===== src/rtl/game_pkg.sv =====
// Shared Memory Matrix definitions: board geometry, LFSR constants,
// generator state encoding and the target clamp helper.
package game_pkg;

  localparam int BOARD_W             = 8;
  localparam int IDX_W               = $clog2(BOARD_W);
  localparam int PLACE_W             = IDX_W + 1;
  localparam int DEFAULT_SHOW_CYCLES = 50_000_000;

  // Nonzero seed; the LFSR never leaves the nonzero cycle.
  localparam logic [7:0] DEFAULT_LFSR_SEED = 8'hB5;

  // x^8 + x^6 + x^5 + x^4 + 1, shifting left: feedback from bits 7,5,4,3.
  localparam logic [7:0] LFSR_TAPS = 8'hB8;

  typedef enum logic [1:0] {
    IDLE = 2'd0,
    GEN  = 2'd1,
    SHOW = 2'd2,
    DONE = 2'd3
  } gen_state_t;

  // Requests above the board size light every tile.
  function automatic logic [PLACE_W-1:0] clamp_target(input logic [3:0] tile_count);
    if (int'(tile_count) > BOARD_W) return PLACE_W'(BOARD_W);
    else return PLACE_W'(tile_count);
  endfunction

endpackage


===== src/rtl/lfsr8.sv =====
// Free-running 8-bit Fibonacci LFSR, reseeded by reset so pattern
// sequences are reproducible for a given start timing.
module lfsr8
  import game_pkg::*;
#(
  parameter logic [7:0] SEED = DEFAULT_LFSR_SEED
) (
  input  logic       clk,
  input  logic       reset,
  output logic [7:0] state
);

  // Shift left every cycle, feeding back the XOR of the tapped bits.
  always_ff @(posedge clk or negedge reset) begin
    if (!reset) state <= SEED;
    else        state <= {state[6:0], ^(state & LFSR_TAPS)};
  end

endmodule


===== src/rtl/board_generator.sv =====
// Memory Matrix board generator: places the requested number of tiles at
// pseudo-random positions, shows the pattern for SHOW_CYCLES, then holds it
// for the guess checker.
//
// state | meaning
// IDLE  | after reset, waiting for start, all outputs low
// GEN   | placing one tile per cycle at lfsr-chosen free positions
// SHOW  | pattern displayed, counting down SHOW_CYCLES
// DONE  | pattern hidden and held, board_ready high, start begins a new round
module board_generator
  import game_pkg::*;
#(
  parameter int         SHOW_CYCLES = DEFAULT_SHOW_CYCLES,
  parameter logic [7:0] LFSR_SEED   = DEFAULT_LFSR_SEED
) (
  input  logic               clk,
  input  logic               reset,
  input  logic               start,
  input  logic [3:0]         tile_count,
  output logic [BOARD_W-1:0] board,
  output logic               show,
  output logic               board_ready,
  output logic               busy
);

  localparam int              SC_W      = $clog2(SHOW_CYCLES) + 1;
  localparam logic [SC_W-1:0] SHOW_LAST = SC_W'(SHOW_CYCLES - 1);

  gen_state_t         state;
  logic [7:0]         lfsr_state;
  logic [IDX_W-1:0]   idx;
  logic [PLACE_W-1:0] target;
  logic [PLACE_W-1:0] placed;
  logic [SC_W-1:0]    show_cnt;
  logic               unused_lfsr_bits;

  lfsr8 #(.SEED(LFSR_SEED)) u_lfsr (
    .clk   (clk),
    .reset (reset),
    .state (lfsr_state)
  );

  // Only the low bits pick a tile; the rest only feed the shift register.
  assign idx              = lfsr_state[IDX_W-1:0];
  assign unused_lfsr_bits = ^lfsr_state[7:IDX_W];

  // Round sequencing with registered outputs; the show timer is a down-counter.
  always_ff @(posedge clk or negedge reset) begin
    if (!reset) begin
      state       <= IDLE;
      board       <= '0;
      show        <= 1'b0;
      board_ready <= 1'b0;
      busy        <= 1'b0;
      target      <= '0;
      placed      <= '0;
      show_cnt    <= '0;
    end else begin
      case (state)
        IDLE, DONE: begin
          if (start) begin
            state       <= GEN;
            target      <= clamp_target(tile_count);
            board       <= '0;
            placed      <= '0;
            board_ready <= 1'b0;
            busy        <= 1'b1;
            show        <= 1'b0;
          end
        end
        GEN: begin
          // Completion is tested before placing, so a zero target leaves at once.
          if (placed == target) begin
            state    <= SHOW;
            show     <= 1'b1;
            show_cnt <= SHOW_LAST;
          end else if (!board[idx]) begin
            board[idx] <= 1'b1;
            placed     <= placed + PLACE_W'(1);
          end
        end
        SHOW: begin
          if (show_cnt == '0) begin
            state       <= DONE;
            show        <= 1'b0;
            busy        <= 1'b0;
            board_ready <= 1'b1;
          end else begin
            show_cnt <= show_cnt - SC_W'(1);
          end
        end
        default: state <= IDLE;
      endcase
    end
  end

endmodule

===== config.mk =====
export PLATFORM = sky130hd
export DESIGN_NAME = board_generator
export DESIGN_NICKNAME = d
export VERILOG_FILES = /design/src/rtl/game_pkg.sv /design/src/rtl/lfsr8.sv /design/src/rtl/board_generator.sv
export SDC_FILE = /design/constraint.sdc
export NUM_CORES = 1
export LEC_CHECK = 0
export BUFFER_PORTS_ARGS = -buffer_cell sky130_fd_sc_hd__buf_2
export CAP_MARGIN = 20
export CORE_AREA = 2 2 90 92
export CTS_CLUSTER_DIAMETER = 60
export CTS_CLUSTER_SIZE = 16
export DETAILED_ROUTE_END_ITERATION = 10
export DIE_AREA = 0 0 92 94
export PLACE_DENSITY_LB_ADDON = 0.05
export SLEW_MARGIN = 30
export SYNTH_ARGS = -nofsm -noshare
export SYNTH_HDL_FRONTEND = slang
export SYNTH_HIERARCHICAL = 1
export SYNTH_SLANG_ARGS = --single-unit

===== constraint.sdc =====
create_clock -name clk -period 3 [get_ports clk]
set_input_delay 0.15 -clock clk [delete_from_list [all_inputs] [get_ports clk]]
set_output_delay 0.15 -clock clk [all_outputs]
set_load 0.01 [all_outputs]

==> results of run 1 <==
-- kinds of logic (layout without fill, tap and decap cells) --
| kind of cell | after synthesis | after routing | share of synthesized area, % |
|---|---|---|---|
| buffers and inverters | 20 | 45 | 2.66 |
| flip-flops | 56 | 56 | 47.5 |
| XOR/XNOR | 7 | 7 | 2.07 |
| AND/OR/NAND/NOR | 124 | 124 | 24.3 |
| multiplexers | 10 | 10 | 3.89 |
| adder cells (fa/ha/maj) | 5 | 5 | 2.11 |
| AO/OA/AOI/OAI | 79 | 79 | 17.5 |
-- through the flow --
| step | util [%] | area, µm² | power [mW] | std cells |
|---|---|---|---|---|
| final | 44.1 | 3350 | 2.77 | 428 |
| after global routing | 44.1 | 3350 | 3.00 | 428 |
| after global placement | 42.3 | 3220 | 2.22 | 419 |
| after floorplan | - | 2960 | 1.87 | 301 |
| after detailed placement | 42.3 | 3220 | 2.24 | 419 |
| after CTS | 44.1 | 3350 | 2.80 | 428 |
-- per-layer routing --
layer  vias up  track usage [%]  share of wire [%]
li1       1205                -                  -
met5         -                0                  0
met1      1232             23.5                 49
met2        51             28.8                 46
met4         0             6.47                2.1
met3        12             2.97                2.8
-- where the power goes --
part	internal (mW)	total, mW	leakage [nW]	switching (mW)
Sequential	0.954	1.17	0.663	0.214
Combinational	0.390	1.06	0.605	0.667
Clock	0.295	0.543	0.0645	0.248
-- cell usage in the layout (no fill, tap or decap), types with 2 or more instances in the layout --
cell type | Yosys | routed
sky130_fd_sc_hd__a21oi_1 | 17 | 17
sky130_fd_sc_hd__a31oi_1 | 6 | 6
sky130_fd_sc_hd__a41oi_1 | 2 | 2
sky130_fd_sc_hd__and2_1 | 2 | 2
sky130_fd_sc_hd__and3_1 | 5 | 5
sky130_fd_sc_hd__and4_1 | 7 | 7
sky130_fd_sc_hd__buf_2 | 0 | 17
sky130_fd_sc_hd__buf_4 | 1 | 9
sky130_fd_sc_hd__clkbuf_8 | 0 | 7
sky130_fd_sc_hd__dfrtp_1 | 51 | 51
sky130_fd_sc_hd__dfstp_2 | 5 | 5
sky130_fd_sc_hd__ha_1 | 5 | 5
sky130_fd_sc_hd__inv_1 | 9 | 9
sky130_fd_sc_hd__mux2_2 | 2 | 2
sky130_fd_sc_hd__mux2i_1 | 7 | 7
sky130_fd_sc_hd__nand2_1 | 22 | 22
sky130_fd_sc_hd__nand2b_1 | 8 | 8
sky130_fd_sc_hd__nand3_1 | 8 | 8
sky130_fd_sc_hd__nand4_1 | 5 | 5
sky130_fd_sc_hd__nor2_1 | 21 | 21
sky130_fd_sc_hd__nor2b_1 | 2 | 2
sky130_fd_sc_hd__nor3_1 | 6 | 6
sky130_fd_sc_hd__nor4_1 | 9 | 9
sky130_fd_sc_hd__nor4b_1 | 2 | 2
sky130_fd_sc_hd__o211ai_1 | 2 | 2
sky130_fd_sc_hd__o21ai_0 | 23 | 23
sky130_fd_sc_hd__o22ai_1 | 2 | 2
sky130_fd_sc_hd__o311ai_0 | 2 | 2
sky130_fd_sc_hd__o31ai_1 | 8 | 8
sky130_fd_sc_hd__o41ai_1 | 6 | 6
sky130_fd_sc_hd__or3_1 | 4 | 4
sky130_fd_sc_hd__or3b_1 | 2 | 2
sky130_fd_sc_hd__or4_1 | 14 | 14
sky130_fd_sc_hd__xnor2_1 | 6 | 6
-- registers in the layout (all words and copies together) (netlist names) --
register and count:
show 1, u_lfsr/state 8, board_ready 1, target 4
placed 4, busy 1, board 8, show_cnt 27
state 2
-- layout make-up --
class | instances | area, µm² | area share, %
repair buffers | 28 | 183 | 5.45
well taps | 102 | 128 | 3.80
flip-flops and latches | 56 | 1410 | 42.0
clock inverters | 1 | 30.0 | 0.895
inverters | 9 | 33.8 | 1.01
multi-input cells | 225 | 1480 | 44.0
clock buffers | 7 | 96.3 | 2.87
-- how the worst max path moves through the flow --
stage / from / endpoint / slack [ps] / cells past startpoint
floorplan: show_cnt[5]$_DFFE_PN0P_ / show$_DFFE_PN0P_ / 750 / 5
global placement: show_cnt[5]$_DFFE_PN0P_ / show$_DFFE_PN0P_ / 580 / 5
detailed placement: show_cnt[5]$_DFFE_PN0P_ / show$_DFFE_PN0P_ / 570 / 5
CTS: show_cnt[5]$_DFFE_PN0P_ / show$_DFFE_PN0P_ / 550 / 5
global route: u_lfsr/state[1]$_DFF_PN0_ / board[1]$_DFFE_PN0P_ / 340 / 4
finish: show_cnt[5]$_DFFE_PN0P_ / show$_DFFE_PN0P_ / 560 / 5
-- worst min-delay path: stages --
cell,delay [ps]
sky130_fd_sc_hd__buf_2,90
sky130_fd_sc_hd__nand2b_1,50
sky130_fd_sc_hd__o21ai_0,60
-- repair_timing --
action	4_1_cts	5_1_grt
hold endpoints to repair	22	0
setup buffers	0	0
gates resized for setup	0	0
hold buffers	1	0
==> results.rst, run 1 <==
.. list-table::
   :header-rows: 1

   * - Metric
     - Value
   * - CP max-delay cell
     - sky130_fd_sc_hd__or4_1
   * - WS Path Type
     - reg2reg
   * - Setup skew after layout
     - 5.99 ps
   * - Buffers plus inverters on the worst setup path
     - 0
   * - Reg-to-reg critical path endpoint
     - show$_DFFE_PN0P_
   * - Number of remaining DRC errors
     - 0
   * - Total negative setup slack
     - 0 ps
   * - Antenna violations before repair
     - 0
   * - Run status
     - finished, final reports clean
   * - Number of buffers created by CTS
     - 5
   * - Worst EP required
     - 3200 ps
   * - Endpoint arrival time on the critical path
     - 2640 ps
   * - Overall routing resource usage
     - 17.6%
   * - Slew Viols, Final
     - 0
   * - Worst Setup End Kind
     - flip-flop
   * - Cell types with the highest counts after synthesis
     - sky130_fd_sc_hd__dfrtp_1, sky130_fd_sc_hd__o21ai_0, sky130_fd_sc_hd__nand2_1, sky130_fd_sc_hd__nor2_1, sky130_fd_sc_hd__a21oi_1
   * - IR Drop Worst-Case VDD
     - 353 µV
   * - Fraction of layout instances using a drive strength above 1
     - 14.7%
   * - Floorplan die area
     - 8650 µm²
   * - Share of flip-flops with an asynchronous set or reset
     - 100%
   * - Worst hold slack
     - 87.2 ps
   * - Warning count from the yosys run
     - 6
   * - Post-synth cell types
     - 52
   * - Cells along the critical path
     - or4_4 > or4_1 > o31ai_4 > nand3_1 > a32o_1
   * - Class of the tightest hold or removal check
     - in2reg
   * - Cell depth of the worst hold path
     - 3
   * - Initial DRT Pass Iterations
     - 4
   * - Number of violations reported at the end of detailed-routing iteration 0
     - 134
   * - Highest attainable clock frequency
     - 410 MHz
   * - CTS Sinks
     - 56
   * - Number of cells produced by synthesis
     - 301
   * - Main area contributors after synthesis
     - sky130_fd_sc_hd__dfrtp_1, sky130_fd_sc_hd__dfstp_2, sky130_fd_sc_hd__o21ai_0
   * - Max transition margin
     - 54.9%
   * - Crit path max-delay family
     - simple AND/OR/NAND/NOR gates
   * - Final Critical Period
     - 2440 ps
   * - Per-cell routed wire length
     - 16.6 µm
   * - Horiz. Die Dim
     - 92 µm
   * - Port Buf Inserts
     - 17
   * - Register-to-register setup slack
     - 560 ps
   * - Core outline area
     - 7610 µm²
   * - CTS clock-pin slew for the worst setup and hold paths
     - 100 ps
   * - Total via count after detailed routing
     - 2500
   * - Sum of net half-perimeters after detailed placement
     - 4950 µm
   * - Via density per instance
     - 5.84
   * - Worst Setup Slack, final
     - 559 ps
   * - IO Pins
     - 18
   * - Largest net degree at the start of global routing
     - 34
   * - Last weighted congestion value of the routability-driven placer
     - 0.792
   * - Count of fill cells added during filler insertion
     - 741
   * - Longest individual stage delay on the worst path
     - 620 ps
   * - Setup Viol. Count Final
     - 0
   * - Number of enable-type register cells in the synthesized netlist
     - 0
   * - Syn-to-layout area delta
     - 13.2%
   * - Total of max-cap violations
     - 0
   * - Worst-Margin Slew
     - 673 ps
   * - LEAKAGE
     - 1.33 nW
   * - Worst-case hold path end point
     - target[1]$_DFFE_PN0P_
   * - DIE HEIGHT
     - 94 µm
   * - Clock tree from TritonCTS
     - built
   * - Dominant cell type by area after synthesis
     - sky130_fd_sc_hd__dfrtp_1
   * - Crit Reg-Reg Startpoint
     - show_cnt[5]$_DFFE_PN0P_
   * - Register bit total from synthesis
     - 56
   * - N_diodes
     - 0
   * - Synth Area per Inst
     - 9.84 µm²
   * - Count of cells along the worst register-to-register path
     - 5
   * - Leading cell type by number of instances after synthesis
     - sky130_fd_sc_hd__dfrtp_1
   * - Sequential fraction of the synthesis area
     - 47.5%
   * - Part of the cycle the worst path needs
     - 81.4%
   * - Net count reported at finish
     - 337
   * - Clock root cell
     - sky130_fd_sc_hd__clkbuf_8
   * - Top FF cell, synth
     - sky130_fd_sc_hd__dfrtp_1
   * - Critical Path Start Type
     - flip-flop
   * - Remaining number of nets flagged by the antenna check after routing
     - 0
   * - # rows
     - 32
   * - Detailed-route wire length
     - 7100 µm
   * - Max clock buf depth
     - 2
   * - Start point of the worst min-delay path
     - tile_count[1]
   * - H-tree levels
     - 2
   * - Crit-path max FO
     - 6
   * - Number of global-route vias before repair
     - 2444
   * - Synth Net Count
     - 313
   * - Post-placement worst setup slack
     - 572 ps
   * - Clock Latency Late Sink
     - 300 ps
   * - Power density normalized to cell area
     - 825 nW/µm²
   * - Netlist area before placement
     - 2960 µm²
   * - Initial core utilization
     - 38.9%
   * - Number of hold-slack violations in the final timing report
     - 0
   * - Share of Yosys cell area claimed by the top area cell type
     - 43.1%
   * - First-pass GRT wire length
     - 12100 µm
   * - Unrepaired setup endpoints after global routing
     - false
   * - Overflow left after global routing
     - 0
Power figures use the tool's default switching activity.
==> run 2, diff against run 1 <==
- clock period: 3 -> 2 ns (I/O delays scaled with it)
==> results.rst, run 2 (synthesized netlist as in run 1, its figures left out) <==
.. list-table::
   :header-rows: 1

   * - Metric
     - Value
   * - Per-cell routed wire length
     - 15.7 µm (-5.6%)
   * - Power density normalized to cell area
     - 1190 nW/µm² (+45%)
   * - Worst Setup Slack, final
     - -275 ps (-834 ps)
   * - Endpoint arrival time on the critical path
     - 2520 ps (-120 ps)
   * - Number of global-route vias before repair
     - 2747 (+12%)
   * - Layout Utilization
     - 56.1% (+12 points)
   * - Total of max-cap violations
     - 0 (unchanged)
   * - Register name with the most flops
     - show_cnt
   * - N_diodes
     - 0 (unchanged)
   * - Count of fill cells added during filler insertion
     - 686 (-7.4%)
   * - Number of hold-slack violations in the final timing report
     - 0 (unchanged)
   * - First-pass GRT wire length
     - 13600 µm (+12%)
   * - Worst hold slack
     - 28.6 ps (-58.6 ps)
   * - IO Pins
     - 18 (unchanged)
   * - DP Area
     - 3810 µm² (+18%)
   * - Setup Viol. Count Final
     - 24 (+24)
   * - Number of violations reported at the end of detailed-routing iteration 0
     - 128 (-4.5%)
   * - Horiz. Die Dim
     - 92 µm (unchanged)
   * - Class of the tightest hold or removal check
     - in2reg
   * - Syn-to-layout area delta
     - 44.1%
   * - Setup skew after layout
     - 8.33 ps (+2.34 ps)
   * - Last weighted congestion value of the routability-driven placer
     - 0.758 (-4.2%)
   * - Core outline area
     - 7610 µm² (unchanged)
   * - Most common cell after layout, fill and taps aside
     - sky130_fd_sc_hd__buf_4
   * - Total Power Consumption
     - 5.09 mW (+84%)
   * - Initial core utilization
     - 38.9% (unchanged)
   * - Detailed-route wire length
     - 7940 µm (+12%)
   * - Number of remaining DRC errors
     - 0 (unchanged)
   * - Final Critical Period
     - 2270 ps (-166 ps)
   * - Crit-path max FO
     - 6 (unchanged)
   * - Part of the cycle the worst path needs
     - 114% (+32 points)
   * - Clock root cell
     - sky130_fd_sc_hd__clkbuf_8
   * - Clock tree from TritonCTS
     - built
   * - Critical Path Start Type
     - flip-flop
   * - Unrepaired setup endpoints after global routing
     - true
   * - IR Drop Worst-Case VDD
     - 687 µV (+95%)
   * - Highest attainable clock frequency
     - 440 MHz (+7.3%)
   * - Sum of net half-perimeters after detailed placement
     - 5460 µm (+10%)
   * - Antenna violations before repair
     - 0 (unchanged)
   * - Max clock buf depth
     - 2 (unchanged)
   * - Failing checks
     - negative setup slack
   * - Clock Latency Late Sink
     - 310 ps (about the same)
   * - Fraction of layout instances using a drive strength above 1
     - 42.0% (+27 points)
   * - Worst-Margin Slew
     - 347 ps (-327 ps)
   * - Run status
     - finished with violations
   * - Initial DRT Pass Iterations
     - 4 (unchanged)
   * - Final std cell area, no fill
     - 4270 µm² (+27%)
   * - Number of buffers created by CTS
     - 5 (unchanged)
   * - Remaining number of nets flagged by the antenna check after routing
     - 0 (unchanged)
   * - LEAKAGE
     - 1.81 nW (+36%)
   * - Overall routing resource usage
     - 19.8% (+2.2 points)
   * - CTS clock-pin slew for the worst setup and hold paths
     - 100 ps (about the same)
   * - Flip-flop count of the largest register, all copies and words added
     - 27 (unchanged)
   * - H-tree levels
     - 2 (unchanged)
   * - DIE HEIGHT
     - 94 µm (unchanged)
   * - Commonest cells after routing, fill and taps aside
     - sky130_fd_sc_hd__buf_4, sky130_fd_sc_hd__dfrtp_1, sky130_fd_sc_hd__nor2_1
   * - WS Path Type
     - reg2reg
   * - Worst EP required
     - 2250 ps (-950 ps)
   * - Largest registers
     - show_cnt x27, board x8, u_lfsr/state x8
   * - Worst Setup End Kind
     - flip-flop
   * - Total via count after detailed routing
     - 2768 (+11%)
   * - Port Buf Inserts
     - 17 (unchanged)
   * - Overflow left after global routing
     - 0 (unchanged)
   * - # rows
     - 32 (unchanged)
   * - Slew Viols, Final
     - 0 (unchanged)
   * - Floorplan die area
     - 8650 µm² (unchanged)
   * - Via density per instance
     - 5.46 (-6.5%)
   * - Net count reported at finish
     - 416 (+23%)
   * - CTS Sinks
     - 56 (unchanged)
   * - Max transition margin
     - 76.7% (+22 points)
   * - Largest net degree at the start of global routing
     - 57 (+68%)
## run 2: cell types whose count changed in the layout (fill, tap and decap cells not counted), moves of 5 or more
| cell | change |
|---|---|
| sky130_fd_sc_hd__o21ai_1 | +5 |
| sky130_fd_sc_hd__o21ai_0 | -8 |
| sky130_fd_sc_hd__nor4_1 | -6 |
| sky130_fd_sc_hd__buf_4 | +71 |
## run 2: where the power goes
| part | total (mW) | switching, mW | internal [mW] |
|---|---|---|---|
| sequential | 1.68 | 0.249 | 1.43 |
| clock | 0.635 | 0.384 | 0.251 |
| combinational | 2.78 | 1.45 | 1.33 |
## run 2: path summary, 6_finish.rpt
kind	from	to	slack (ps)	cells after the start
max in group asynchronous	reset	u_lfsr/state[2]$_DFF_PN1_	1390	3
min reg2reg	u_lfsr/state[6]$_DFF_PN0_	u_lfsr/state[7]$_DFF_PN1_	370	0
min in group asynchronous	reset	show_cnt[21]$_DFFE_PN0P_	320	3
max	show_cnt[3]$_DFFE_PN0P_	show_cnt[11]$_DFFE_PN0P_	-270	5
min	tile_count[0]	target[0]$_DFFE_PN0P_	30	3
max reg2reg	show_cnt[3]$_DFFE_PN0P_	show_cnt[11]$_DFFE_PN0P_	-270	5
## run 2: final cells by class
class	count	area, µm²	share of cell area [%]
Multi-Input combinational cell	226	1800	42.2
Tap cell	102	128	2.99
Clock inverter	2	16.3	0.381
Timing Repair Buffer	106	808	18.9
Inverter	9	36.3	0.850
Clock buffer	6	72.6	1.70
Sequential cell	56	1410	33.0
## run 2: per-stage QoR
stage / setup TNS (ps) / cells / setup slack [ps]
after floorplan: -1180 / 301 / -203
after global placement: -3450 / 486 / -274
after detailed placement: -3880 / 486 / -317
after CTS: -3270 / 500 / -270
after global routing: -5200 / 507 / -335
final: -3070 / 507 / -275
## run 2: worst max-delay path, stage by stage (launching register included)
cell and delay [ps]:
sky130_fd_sc_hd__dfrtp_1 390, sky130_fd_sc_hd__or4_4 590, sky130_fd_sc_hd__or3_4 350, sky130_fd_sc_hd__or3_4 340
sky130_fd_sc_hd__or4_4 420, sky130_fd_sc_hd__a21oi_2 120
## run 2: metal layers
layer | wire length (µm) | GRT usage, %
met1 | 4030 | 29.4
met2 | 3690 | 31.0
met3 | 186 | 2.49
met4 | 40 | 4.35
met5 | 0 | 0
## run 2: timing repair
item                       in CTS  in global routing
gates cloned                    1                  1
pin swaps                      10                 12
buffers inserted                4                  6
hold endpoints to repair       51                  0
setup endpoints to repair      26                 36
hold buffers                    1                  0
resized for setup              24                 33
==> run 3, diff against run 2 <==
- ABC_AREA: default -> 1
- CORE_AREA: 2 2 90 92 -> 2 2 95 97
- DIE_AREA: 0 0 92 94 -> 0 0 97 99
==> results.rst, run 3 <==
.. list-table::
   :header-rows: 1

   * - Metric
     - Value
   * - Flip-flop count of the largest register, all copies and words added
     - 27 (unchanged)
   * - GR Layer Usage met3
     - 2.20% (-0.29 points)
   * - Post-synth cell types
     - 26 (-50%)
   * - Net Switching
     - 2.23 mW (+7.0%)
   * - Floorplan die area
     - 9600 µm² (+11%)
   * - Clock tree from TritonCTS
     - built
   * - Post-cts gate resize count
     - 0 (-100%)
   * - Detailed-route wire length
     - 7430 µm (-6.4%)
   * - Cells along the critical path
     - nor2_1 > nand2_1 > nor2_1 > nand2_1 > o21ai_0 > nand3_1 > nand2_1 > nand2_1
   * - Max clock buf depth
     - 2 (unchanged)
   * - Cell count after placement
     - 604 (+24%)
   * - N_diodes
     - 0 (unchanged)
   * - Horiz. Die Dim
     - 97 µm (+5.4%)
   * - Via density per instance
     - 4.74 (-13%)
   * - CP dominant cell by count
     - sky130_fd_sc_hd__nand2_1
   * - Fraction of power spent switching nets
     - 43.3% (+2.4 points)
   * - Post-CTS repair timing setup buffer count
     - 0 (-4)
   * - Most common cell after layout, fill and taps aside
     - sky130_fd_sc_hd__nand2_1
   * - Unrepaired setup endpoints after global routing
     - false
   * - Core outline area
     - 8550 µm² (+12%)
   * - Top FF cell, synth
     - sky130_fd_sc_hd__dfrtp_1
   * - Setup skew after layout
     - 12.4 ps (+4.10 ps)
   * - Internal power consumption
     - 2.92 mW (-3.0%)
   * - Overflow left after global routing
     - 0 (unchanged)
   * - Highest attainable clock frequency
     - 574 MHz (+30%)
   * - Number of violations reported at the end of detailed-routing iteration 0
     - 92 (-28%)
   * - Share of Yosys cell area claimed by the top area cell type
     - 38.3% (-4.7 points)
   * - Count of fill cells added during filler insertion
     - 919 (+34%)
   * - Total negative setup slack
     - 0 ps (+3070 ps)
   * - Port Buf Inserts
     - 17 (unchanged)
   * - Clk pwr share
     - 19.5% (+7.0 points)
   * - Count of cells along the worst register-to-register path
     - 8 (+3)
   * - WS Path Type
     - reg2reg
   * - CTS Sinks
     - 56 (unchanged)
   * - H-tree levels
     - 2 (unchanged)
   * - Netlist area before placement
     - 3330 µm² (+12%)
   * - Commonest cells after routing, fill and taps aside
     - sky130_fd_sc_hd__nand2_1, sky130_fd_sc_hd__nor2_1, sky130_fd_sc_hd__dfrtp_1
   * - Worst EP required
     - 2200 ps (-50 ps)
   * - Antenna violations before repair
     - 0 (unchanged)
   * - Crit Reg-Reg Startpoint
     - show_cnt[17]$_DFFE_PN0P_
   * - Register name with the most flops
     - show_cnt
   * - Largest registers
     - show_cnt x27, board x8, u_lfsr/state x8
   * - Routing usage on met1
     - 21.2% (-8.2 points)
   * - Start point of the worst min-delay path
     - tile_count[3]
   * - Dominant cell type by area after synthesis
     - sky130_fd_sc_hd__dfrtp_1
   * - Class of the tightest hold or removal check
     - in2reg
   * - Most used routing layer in global routing
     - met2
   * - Worst Setup End Kind
     - flip-flop
   * - Endpoint arrival time on the critical path
     - 1940 ps (-580 ps)
   * - Max transition margin
     - 62.9% (-14 points)
   * - Power density normalized to cell area
     - 1370 nW/µm² (+14%)
   * - Buffers plus inverters on the worst setup path
     - 0 (unchanged)
   * - IO Pins
     - 18 (unchanged)
   * - Remaining number of nets flagged by the antenna check after routing
     - 0 (unchanged)
   * - Initial core utilization
     - 38.9% (about the same)
   * - Synth Area per Inst
     - 6.92 µm² (-30%)
   * - First-pass GRT wire length
     - 13200 µm (-2.7%)
   * - Part of the power in registers
     - 34.5% (+1.5 points)
   * - Final Critical Period
     - 1740 ps (-531 ps)
   * - Total of max-cap violations
     - 0 (unchanged)
   * - IR Drop Worst-Case VDD
     - 595 µV (-13%)
   * - Number of hold-slack violations in the final timing report
     - 0 (unchanged)
   * - Worst-case hold path end point
     - target[3]$_DFFE_PN0P_
   * - Clock root cell
     - sky130_fd_sc_hd__clkbuf_8
   * - Part of the cycle the worst path needs
     - 87.2% (-27 points)
   * - Post-placement worst setup slack
     - 266 ps (+584 ps)
   * - Number of buffers created by CTS
     - 5 (unchanged)
   * - Routing usage on met2
     - 29.1% (-1.9 points)
   * - Crit path max-delay family
     - simple AND/OR/NAND/NOR gates
   * - Fraction of layout instances using a drive strength above 1
     - 11.0% (-31 points)
   * - Net count reported at finish
     - 519 (+25%)
   * - Largest net degree at the start of global routing
     - 40 (-30%)
   * - Worst Setup Slack, final
     - 256 ps (+531 ps)
   * - Last weighted congestion value of the routability-driven placer
     - 0.860 (+14%)
   * - Final instance count without filler cells
     - 616 (+21%)
   * - Warning count from the yosys run
     - 6 (unchanged)
   * - Initial DRT Pass Iterations
     - 4 (unchanged)
   * - Number of remaining DRC errors
     - 0 (unchanged)
   * - Run status
     - finished, final reports clean
   * - Synth Net Count
     - 493 (+58%)
   * - Per-cell routed wire length
     - 12.1 µm (-23%)
   * - Total Power Consumption
     - 5.15 mW (+1.1%)
   * - LEAKAGE
     - 1.83 nW (+1.3%)
   * - # rows
     - 34 (+6.3%)
   * - CP max-delay cell
     - sky130_fd_sc_hd__dfrtp_1
   * - Cell depth of the worst hold path
     - 3 (unchanged)
   * - Register-to-register setup slack
     - 260 ps (+530 ps)
   * - Crit-path max FO
     - 5 (-1)
   * - Worst-Margin Slew
     - 556 ps (+209 ps)
   * - Sequential fraction of the synthesis area
     - 42.3% (-5.2 points)
   * - Syn-to-layout area delta
     - 13.3%
   * - CTS clock-pin slew for the worst setup and hold paths
     - 100 ps (about the same)
   * - Cell types with the highest counts after synthesis
     - sky130_fd_sc_hd__nand2_1, sky130_fd_sc_hd__nor2_1, sky130_fd_sc_hd__dfrtp_1, sky130_fd_sc_hd__inv_1, sky130_fd_sc_hd__o21ai_0
   * - Number of global-route vias before repair
     - 2864 (+4.3%)
   * - Total via count after detailed routing
     - 2919 (+5.5%)
   * - Setup Viol. Count Final
     - 0 (-100%)
   * - Main area contributors after synthesis
     - sky130_fd_sc_hd__dfrtp_1, sky130_fd_sc_hd__nand2_1, sky130_fd_sc_hd__nor2_1
   * - Critical Path Start Type
     - flip-flop
   * - Number of enable-type register cells in the synthesized netlist
     - 0 (unchanged)
   * - Slew Viols, Final
     - 0 (unchanged)
   * - Register bit total from synthesis
     - 56 (unchanged)
   * - Sum of net half-perimeters after detailed placement
     - 5460 µm (about the same)
   * - Number of cells produced by synthesis
     - 481 (+60%)
   * - Overall routing resource usage
     - 16.5% (-3.3 points)
   * - Leading cell type by number of instances after synthesis
     - sky130_fd_sc_hd__nand2_1
   * - Longest individual stage delay on the worst path
     - 440 ps (-150 ps)
   * - Number of buffers inserted by hold repair at cts
     - 4 (+3)
   * - DIE HEIGHT
     - 99 µm (+5.3%)
   * - Reg-to-reg critical path endpoint
     - show$_DFFE_PN0P_
   * - Share of flip-flops with an asynchronous set or reset
     - 100% (unchanged)
   * - Worst hold slack
     - 88.1 ps (+59.5 ps)
   * - Share of power burned in combinational logic
     - 46.1% (-8.5 points)
   * - Clock Latency Late Sink
     - 310 ps (about the same)
==> run 3: cell count changes in the layout (fill, tap and decap cells not counted), moves of 22 or more <==
| cell | delta |
|---|---|
| sky130_fd_sc_hd__nand2_1 | +147 |
| sky130_fd_sc_hd__buf_4 | -72 |
| sky130_fd_sc_hd__nor2_1 | +57 |
| sky130_fd_sc_hd__inv_1 | +41 |
| sky130_fd_sc_hd__o21ai_0 | +27 |
| sky130_fd_sc_hd__nand3_1 | +22 |
==> run 3: cells by family after synthesis <==
family,share of synthesized area (%)
XOR/XNOR,3.16
AO/OA/AOI/OAI,6.69
adder cells (fa/ha/maj),1.88
AND/OR/NAND/NOR,38.0
flip-flops,42.3
buffers and inverters,8.01
==> run 3: power groups by stage <==
stage	registers, mW	logic, mW	clock network [mW]
floorplan	1.73	1.85	0
global placement	1.80	2.40	0
detailed placement	1.81	2.41	0
CTS	1.78	2.43	1.05
global route	1.83	2.81	1.08
finish	1.78	2.37	1.00
==> run 3: stage by stage <==
step	cell area [µm²]	util (%)
3_3_place_gp	3570	41.8
5_1_grt	3770	44.1
3_5_place_dp	3570	41.8
2_1_floorplan	3330	-
4_1_cts	3770	44.1
6_report	3770	44.1
==> run 3: how the worst max path moves through the flow <==
stage,from,end,slack [ps],cells past startpoint
2_1_floorplan,show_cnt[0]$_DFFE_PN0P_,show_cnt[17]$_DFFE_PN0P_,290,12
3_3_place_gp,show_cnt[17]$_DFFE_PN0P_,show$_DFFE_PN0P_,240,8
3_5_place_dp,show_cnt[17]$_DFFE_PN0P_,show$_DFFE_PN0P_,270,8
4_1_cts,show_cnt[17]$_DFFE_PN0P_,show$_DFFE_PN0P_,240,8
5_1_grt,show_cnt[19]$_DFFE_PN0P_,show$_DFFE_PN0P_,10,8
6_report,show_cnt[17]$_DFFE_PN0P_,show$_DFFE_PN0P_,260,8
==> run 3: final cells by class <==
type	count	area, µm²	share of cell area, %
Timing Repair Buffer	31	225	5.97
Clock inverter	3	90.1	2.39
Sequential cell	56	1410	37.3
Tap cell	108	135	3.58
Inverter	51	191	5.07
Clock buffer	5	68.8	1.82
Multi-Input combinational cell	362	1650	43.8
==> run 3: tightest hold or removal path: stages <==
cell,delay [ps]
sky130_fd_sc_hd__buf_2,80
sky130_fd_sc_hd__nor2_1,70
sky130_fd_sc_hd__nor2_1,110
==> run 3: metal layers <==
metal  routed length (µm)  share of wire [%]  up-vias
met1                 3570                 48     1324
li1                     -                  -     1544
met5                    0                  0        -
met4                  121                1.6        0
met3                  184                2.5       12
met2                 3560                 48       39
